### src/rtl/dc_remover_pkg.sv
// dc_remover shared definitions: sum width, parameter
// legality check and a signed clamp helper.
package dc_remover_pkg;

  // Accumulator width for a window of 2**lg samples of dw bits.
  function automatic int sum_w(input int dw, input int lg);
    return dw + lg;
  endfunction

  function automatic bit params_ok(input int dw, input int lg);
    return (dw >= 8) && (dw <= 32) && (lg >= 1) && (lg <= 8);
  endfunction

  // Clamp a signed value into the range of a w-bit signed word.
  function automatic logic signed [63:0] sat(
    input logic signed [63:0] v,
    input int                 w
  );
    logic signed [63:0] hi;
    logic signed [63:0] lo;
    hi = (64'sd1 <<< (w - 1)) - 64'sd1;
    lo = -(64'sd1 <<< (w - 1));
    if (v > hi) return hi;
    else if (v < lo) return lo;
    else return v;
  endfunction

endpackage

### src/rtl/dc_hist_ram.sv
// dc_hist_ram: N-entry circular delay line, register based.
// Ports: clk; flush_i zeroes entries+pointer; wr_en_i writes
// wr_data_i over the oldest entry; rd_data_o = oldest entry
// (read-before-write within the same cycle).
module dc_hist_ram #(
  parameter int DATA_W = 20,
  parameter int N      = 7
) (
  input  logic                     clk,
  input  logic                     flush_i,
  input  logic                     wr_en_i,
  input  logic signed [DATA_W-1:0] wr_data_i,
  output logic signed [DATA_W-1:0] rd_data_o
);

  localparam int PTR_W = (N > 1) ? $clog2(N) : 1;
  localparam logic [PTR_W-1:0] PTR_LAST = PTR_W'(N - 1);

  logic signed [DATA_W-1:0] mem_q [N];
  logic [PTR_W-1:0]         ptr_q;
  logic [PTR_W-1:0]         ptr_d;

  // Pointer always addresses the oldest entry, which is also
  // the slot overwritten by the next accepted sample.
  assign rd_data_o = mem_q[ptr_q];

  always_comb begin
    ptr_d = ptr_q;
    if (wr_en_i) begin
      if (ptr_q == PTR_LAST) ptr_d = '0;
      else ptr_d = ptr_q + PTR_W'(1);
    end
  end

  always_ff @(posedge clk) begin
    if (flush_i) begin
      ptr_q <= '0;
      for (int i = 0; i < N; i++) mem_q[i] <= '0;
    end else begin
      ptr_q <= ptr_d;
      if (wr_en_i) mem_q[ptr_q] <= wr_data_i;
    end
  end

endmodule

### src/rtl/dc_remover.sv
// dc_remover: subtracts the running mean of a 2**LOG2_DEPTH
// window from a signed stream, with saturation and bypass.
// Ports: clk, rst (sync, active-high), clear (flush history),
// mode (1 = bypass), in_valid/in_data sample in,
// out_valid/out_data/mean_out result, primed = window full.
module dc_remover
  import dc_remover_pkg::*;
#(
  parameter int DATA_W     = 20,
  parameter int LOG2_DEPTH = 3
) (
  input  logic                     clk,
  input  logic                     rst,
  input  logic                     clear,
  input  logic                     mode,
  input  logic                     in_valid,
  input  logic signed [DATA_W-1:0] in_data,
  output logic                     out_valid,
  output logic signed [DATA_W-1:0] out_data,
  output logic signed [DATA_W-1:0] mean_out,
  output logic                     primed
);

  localparam int DEPTH  = 1 << LOG2_DEPTH;
  localparam int SUM_W  = sum_w(DATA_W, LOG2_DEPTH);
  localparam int HIST_N = DEPTH - 1;
  localparam logic [LOG2_DEPTH-1:0] FILL_MAX =
    LOG2_DEPTH'(DEPTH - 1);

  if (!params_ok(DATA_W, LOG2_DEPTH)) begin : g_bad_params
    $error("dc_remover: DATA_W or LOG2_DEPTH out of range");
  end

  logic                     accept;
  logic signed [DATA_W-1:0] oldest;
  logic signed [SUM_W-1:0]  x_ext;
  logic signed [SUM_W-1:0]  tot;
  logic signed [DATA_W-1:0] mean_n;
  logic signed [DATA_W:0]   diff;
  logic signed [DATA_W-1:0] diff_sat;

  logic signed [SUM_W-1:0]  sum_q, sum_d;
  logic [LOG2_DEPTH-1:0]    fill_q, fill_d;
  logic                     primed_q, primed_d;
  logic                     vld_q, vld_d;
  logic signed [DATA_W-1:0] data_q, data_d;
  logic signed [DATA_W-1:0] mean_q, mean_d;

  assign accept = in_valid & ~rst & ~clear;

  dc_hist_ram #(
    .DATA_W (DATA_W),
    .N      (HIST_N)
  ) u_hist (
    .clk       (clk),
    .flush_i   (rst | clear),
    .wr_en_i   (accept),
    .wr_data_i (in_data),
    .rd_data_o (oldest)
  );

  // Window sum = stored history plus the current sample.
  // Mean of DATA_W-bit values always fits in DATA_W bits.
  always_comb begin
    x_ext    = SUM_W'(in_data);
    tot      = sum_q + x_ext;
    mean_n   = DATA_W'(tot >>> LOG2_DEPTH);
    diff     = (DATA_W+1)'(in_data) - (DATA_W+1)'(mean_n);
    diff_sat = DATA_W'(sat(64'(diff), DATA_W));
  end

  always_comb begin
    sum_d    = sum_q;
    fill_d   = fill_q;
    primed_d = primed_q;
    vld_d    = 1'b0;
    data_d   = data_q;
    mean_d   = mean_q;
    if (clear) begin
      sum_d    = '0;
      fill_d   = '0;
      primed_d = 1'b0;
    end else if (in_valid) begin
      sum_d    = tot - SUM_W'(oldest);
      vld_d    = 1'b1;
      data_d   = mode ? in_data : diff_sat;
      mean_d   = mean_n;
      // Previous count at max means this is sample DEPTH.
      if (fill_q == FILL_MAX) primed_d = 1'b1;
      else fill_d = fill_q + LOG2_DEPTH'(1);
    end
  end

  always_ff @(posedge clk) begin
    if (rst) begin
      sum_q    <= '0;
      fill_q   <= '0;
      primed_q <= 1'b0;
      vld_q    <= 1'b0;
      data_q   <= '0;
      mean_q   <= '0;
    end else begin
      sum_q    <= sum_d;
      fill_q   <= fill_d;
      primed_q <= primed_d;
      vld_q    <= vld_d;
      data_q   <= data_d;
      mean_q   <= mean_d;
    end
  end

  assign out_valid = vld_q;
  assign out_data  = data_q;
  assign mean_out  = mean_q;
  assign primed    = primed_q;

endmodule

### config.mk
export PLATFORM = sky130hd
export DESIGN_NAME = dc_remover
export DESIGN_NICKNAME = d
export VERILOG_FILES = /design/src/rtl/dc_remover_pkg.sv /design/src/rtl/dc_hist_ram.sv /design/src/rtl/dc_remover.sv
export SDC_FILE = /design/constraint.sdc
export NUM_CORES = 1
export LEC_CHECK = 0
export BUFFER_PORTS_ARGS = -buffer_cell sky130_fd_sc_hd__buf_2
export CORE_ASPECT_RATIO = 1.5
export CORE_MARGIN = 2
export CORE_UTILIZATION = 45
export CTS_BUF_LIST = sky130_fd_sc_hd__clkbuf_8
export CTS_CLUSTER_SIZE = 10
export DETAILED_ROUTE_END_ITERATION = 10
export GPL_TIMING_DRIVEN = 0
export SLEW_MARGIN = 0
export SYNTH_ARGS = -nofsm -noshare
export SYNTH_HDL_FRONTEND = slang
export SYNTH_SLANG_ARGS = --single-unit
### constraint.sdc
create_clock -name clk -period 11.05 [get_ports clk]
set_input_delay 2.21 -clock clk [delete_from_list [all_inputs] [get_ports clk]]
set_output_delay 2.21 -clock clk [all_outputs]
set_load 0.005 [all_outputs]
### Word-level counts from Yosys, hierarchy flattened

Memory sizes are Yosys's and may differ from the RTL's. A register that Yosys moved wholly into a read port is not among the register bits.
Index checks and enable logic that the tools add are counted.

* register bits after elaboration: 71
* latch bits: 0
* memory bits (writable): 140
* memory bits (read-only): 0
* logic and storage cells: 43
* memories kept: 1

* add/subtract/negate cells: 5
* multiply operators: 0
* divide/modulo/power cells: 0
* magnitude comparators: 2
* equal/unequal tests: 2
* shift-type cells: 0
* muxes and demuxes: 15
* bitwise operators: 6
* reductions and logical operators: 5

Memory list
* u_hist.mem_q: words 7, width 20, read ports 1, clocked after memory_dff 1, wr ports 7, line dc_hist_ram.sv:19 `logic signed [DATA_W-1:0] mem_q [N];`

Operators by type and width (number)
* 20-bit two-way mux: 4
* 23-bit by 20-bit adder with 23-bit output: 1
* 23-bit by 20-bit subtractor with 23-bit output: 1
* 21-bit by 20-bit greater-than comparator with 1-bit output (second input constant): 1
* 21-bit by 20-bit less-than comparator with 1-bit output (second input constant): 1
* 20-bit by 20-bit subtractor with 21-bit output: 1
* 20-bit OR reduction: 1
* 3-bit two-way mux: 4
* 1-bit two-way mux: 7
* 3-bit by 1-bit adder with 3-bit output (second input constant): 2
* 3-bit == test (second input constant): 2
* 2-bit AND reduction: 3
* 1-bit NOT: 3
* 1-bit bitwise AND: 2
* 2-bit OR reduction: 1
* 1-bit OR: 1

### Longest topological paths before layout

* word-level depth: 8
* mapped depth: 22
* mapped depth without buffers: 21

### Modules after synthesis

From an unflattened synthesis, not the netlist that was laid out.

* cell total of the unflattened synthesis: 1300
* area total of the unflattened synthesis: 13605.5 um^2

Modules (own cells, without submodules)
* dc_hist_ram: instances 1, cells an instance 493, area each 7338.3 um^2, seq. area each 4724.5 um^2
* dc_remover: instances 1, cells an instance 807, area each 6267.3 um^2, seq. area each 1361.3 um^2

### Least setup slack after synthesis

OpenSTA, ideal clock, no wires.

* path kind: input to register
* start: input in_data[0]
* end: register data_q[17], in the netlist out_data[17]
* library setup time: 86 ps
* arrival time: 6616 ps
* required time: 10964 ps
* setup slack: 4347 ps
* stages: 20
* buffers on the path: 0
* cell sequence: ha_1 > fa_1 > a21o_2 > a21oi_1 > xnor2_1 > inv_1 > ha_1 > nor2b_1 > o31ai_1 > a21oi_1 > and2_1 > a2111oi_2 > o211ai_1 > a21oi_2 > a211oi_2 > maj3_2 > maj3_2 > xor2_1 > maj3_2 > a221oi_2

* cells in the longest elaborated chain, start to end: 6

Ends and longest elaborated chain
* start, declared: line dc_remover.sv:17 `input logic signed [DATA_W-1:0] in_data,`
* 23-bit by 20-bit adder with 23-bit output *: line dc_remover.sv:66 `tot = sum_q + x_ext;`
* named net tot[4]: line dc_remover.sv:37 `logic signed [SUM_W-1:0] tot;`
* 20-bit by 20-bit subtractor with 21-bit output *: line dc_remover.sv:68 `diff = (DATA_W+1)'(in_data) - (DATA_W+1)'(mean_n);`
* 21-bit by 20-bit less-than comparator with 1-bit output: line dc_remover_pkg.sv:24 `else if (v < lo) return lo;`
* 20-bit two-way mux: line dc_remover_pkg.sv:24
* 20-bit two-way mux *: line dc_remover_pkg.sv:23 `if (v > hi) return hi;`
* 20-bit two-way mux *: line dc_remover.sv:86 `data_d = mode ? in_data : diff_sat;`
* end signal, assigned: line dc_remover.sv:107 `data_q <= data_d;`
* end, declared: line dc_remover.sv:46 `logic signed [DATA_W-1:0] data_q, data_d;`

Mark *: on every way through the listed nets, which the timed path passes. The rest lies on a longest branch.
A chain may end at the register's enable or synchronous reset.

### Worst setup path in the final report

* start: input in_data[0]
* end: register sum_q[21]

* cells in the longest elaborated chain, start to end: 2

Ends and longest elaborated chain
* 23-bit by 20-bit adder with 23-bit output: line dc_remover.sv:66
* named net tot[8]: line dc_remover.sv:37
* 23-bit by 20-bit subtractor with 23-bit output: line dc_remover.sv:84 `sum_d = tot - SUM_W'(oldest);`
* end signal, assigned: line dc_remover.sv:103 `sum_q <= sum_d;`
* end, declared: line dc_remover.sv:42 `logic signed [SUM_W-1:0] sum_q, sum_d;`

The timed path passes the listed nets, and every way through them passes these cells.

==> reports/metrics.yaml <==
clk_latency_ns: 0.56
max_slew_margin: 0.1726
netlist_area_sq_um: 13810
drtPass1Iterations: 5
seq_power_share: 0.379
criticalPathCategory: "in -> reg"
vias: 11190
grt_max_degree: 21
die_h_microns: 218.5
synth_cell_types: 108
period_minus_slack_ns: 7.156
fin_crit_sh: 0.6476
clock_sinks: 234
rsz0062_at_grt: "no"
io_buffers: 64
reg2reg_slack_ns: 4.10
clk_path_buf_depth: 3
clkPwrFrac: 0.308
postPlaceCellArea_sq_um: 14670
syn_to_final_growth_pct: 11.91
htreeDepth: 2
required_ns: 11.54
synth.avg_cell_area_sq_um: 10.27
multi_input_area_sq_um: 7054
avgViaCountPerCell: 5.959
hold_class: "reg -> reg"
gp_congestion: 0.9380
fp-row-count: 78
skew_ns: 0.01999
tns_ns: 0
yosys_warnings: 0
fillers: 2851
seq_area_frac_synth: 0.4407
ant_nets: 0
cts_resized: 0
synth.largest_area_cell: "edfxtp_1"
place_hpwl_microns: 32740
ios: 67
final_cell_mix: "edfxtp_1, nor2_1, nand2_1, a21oi_1, dfxtp_1"
arrival_ns: 7.64
globalRouteOverflowTotal: 0
syn_nets: 1416
dieArea_sq_um: 32130
final_hold_viol_count: 0
cts-root-buf: "clkbuf_8"
max-cap-violations: 0
ff_latch_area_sq_um: 6086
synth_cells: 1344
drc_errors: 0
wl_per_cell_microns: 23.58
switchingPower_w: 0.0008910
p_per_area_nw_per_um2: 169.3
ctsHoldBuffers: 0
clk_pin_slew_ns: 0.07
synth-seq-cells: 234
p_int_w: 0.001725
async_flop_share: 0
cts_tree: "built"
final_common_cell: "edfxtp_1"
antenna_found_initial: 1
grt_pass1_wl_microns: 66730
synth_edf_count: 140
cts_buffers: 37
yosys-top-cells-area: "edfxtp_1, dfxtp_1, mux4_2, ha_1, nor2_1"
combPwrFrac: 0.313
layout.nets: 1521
setup_violations: 0
synth_top_cell_area_share: 0.3045
slew_violations: 0
cp_max_fo: 4
design.core.area_sq_um: 30250
first_iter_violations: 731
ir_worst_vdd_mv: 0.1440
p_leak_nw: 5.945
status: "completed"
swShare: 0.3406
initial_core_util: 0.4564
grt_usage: 0.2762
crit_path_end_kind: "flop"
drt_wl_total_microns: 44260
drive_above_1_share: 0.1653
die_w_microns: 147.0
postCtsSetupBuffers: 0
fmax_ghz: 0.1397
grt_pass1_vias: 11220
crit_path_start_kind: "primary input"
synth_flop_cell: "edfxtp_1"
tightest_slew_ns: 1.241
design_area_sq_um: 15450
-- routing by layer --
metal	vias to the layer above	global-route usage	routed length (microns)
met1	5529	0.3172	17010
met4	2	0.1090	1633
li1	5195	-	-
met2	370	0.5200	23430
met3	89	0.03340	2169
met5	-	0	7
-- cells in the mapped netlist, drive strengths merged (20+ instances only) --
cell type  instances
a21o              20
mux4              40
nand2            128
ha                44
nor4              33
o21ai             53
buf               20
nor2             129
xnor2             36
a21oi             98
dfxtp             94
a211oi            30
nor3              28
edfxtp           140
clkbuf            61
mux2i             23
inv               63
and2              44
-- per-stage QoR --
step,cells,util,hold WS (ns),worst slack (ns),total power (W)
finish,1877,0.5108,0.4536,3.894,0.002616
global route,1876,0.5107,0.4726,3.419,0.002730
CTS,1876,0.5106,0.4530,3.971,0.002615
detailed placement,1810,0.4848,0.4436,3.419,0.001816
global placement,1808,0.4835,0.4406,3.459,0.001805
floorplan,1344,-,0.4331,4.347,0.001602
-- sequential cells by signal, summed over array words and instances, names as in the netlist, named ones only --
name	flops
out_data	20
sum_q	23
out_valid	1
u_hist.mem_q	160
u_hist.ptr_q	3
mean_out	20
fill_q	3
primed	1
-- worst max-delay path, cell delays in order --
cell	delay (ns)
buf_2	0.13
ha_1	0.25
fa_1	0.45
a211oi_1	0.45
o21ai_1	0.21
o21ai_0	0.14
xor2_1	0.38
inv_1	0.15
ha_1	0.39
nand2_1	0.07
a211oi_1	0.26
nor3_1	0.13
o221a_2	0.32
o311ai_0	0.62
nand4_1	0.17
a41oi_1	0.33
o21ai_0	0.20
a21oi_1	0.19
o21a_1	0.14
mux2_2	0.33
o22ai_1	0.11
-- cell families (layout without fill, tap and decap cells) --
kind of cell | count (synthesis) | count (layout) | share of synthesized area
buf+inv | 146 | 278 | 0.04975
fa+ha+maj | 57 | 57 | 0.05192
other cells | 0 | 1 | 0
xor+xnor | 53 | 53 | 0.03978
compound gates | 316 | 316 | 0.1639
simple gates | 469 | 469 | 0.1671
flops | 234 | 234 | 0.4407
mux | 69 | 69 | 0.08681
-- path summary, 6_finish.rpt --
check	startpoint	endpoint	depth (start not counted)
max	in_data[0]	sum_q[21]$_SDFFE_PP0P_	21
min	u_hist.mem_q[6][6]$_SDFFE_PP0P_	u_hist.mem_q[6][6]$_SDFFE_PP0P_	2
max reg2reg	flop	sum_q[21]$_SDFFE_PP0P_	19
min reg2reg	u_hist.mem_q[6][6]$_SDFFE_PP0P_	u_hist.mem_q[6][6]$_SDFFE_PP0P_	2
-- cell type report --
type | instances | area share
multi-input combinational | 964 | 0.4565
clock buffer | 38 | 0.03385
clock inverter | 28 | 0.01660
timing repair buffer | 66 | 0.02219
buffer | 83 | 0.02915
antenna | 1 | 0.0001619
tap | 400 | 0.03239
sequential | 234 | 0.3938
inverter | 63 | 0.01530
-- power groups by stage --
stage                     sequential [W]  clock, W  combinational [W]
after global placement           0.00101         0           0.000796
after CTS                       0.000992  0.000813           0.000810
after detailed placement         0.00101         0           0.000805
after global routing            0.000996  0.000843           0.000891
final                           0.000993  0.000805           0.000819
after floorplan                  0.00100         0           0.000601
Note: power is estimated with default switching activity, not from simulation.
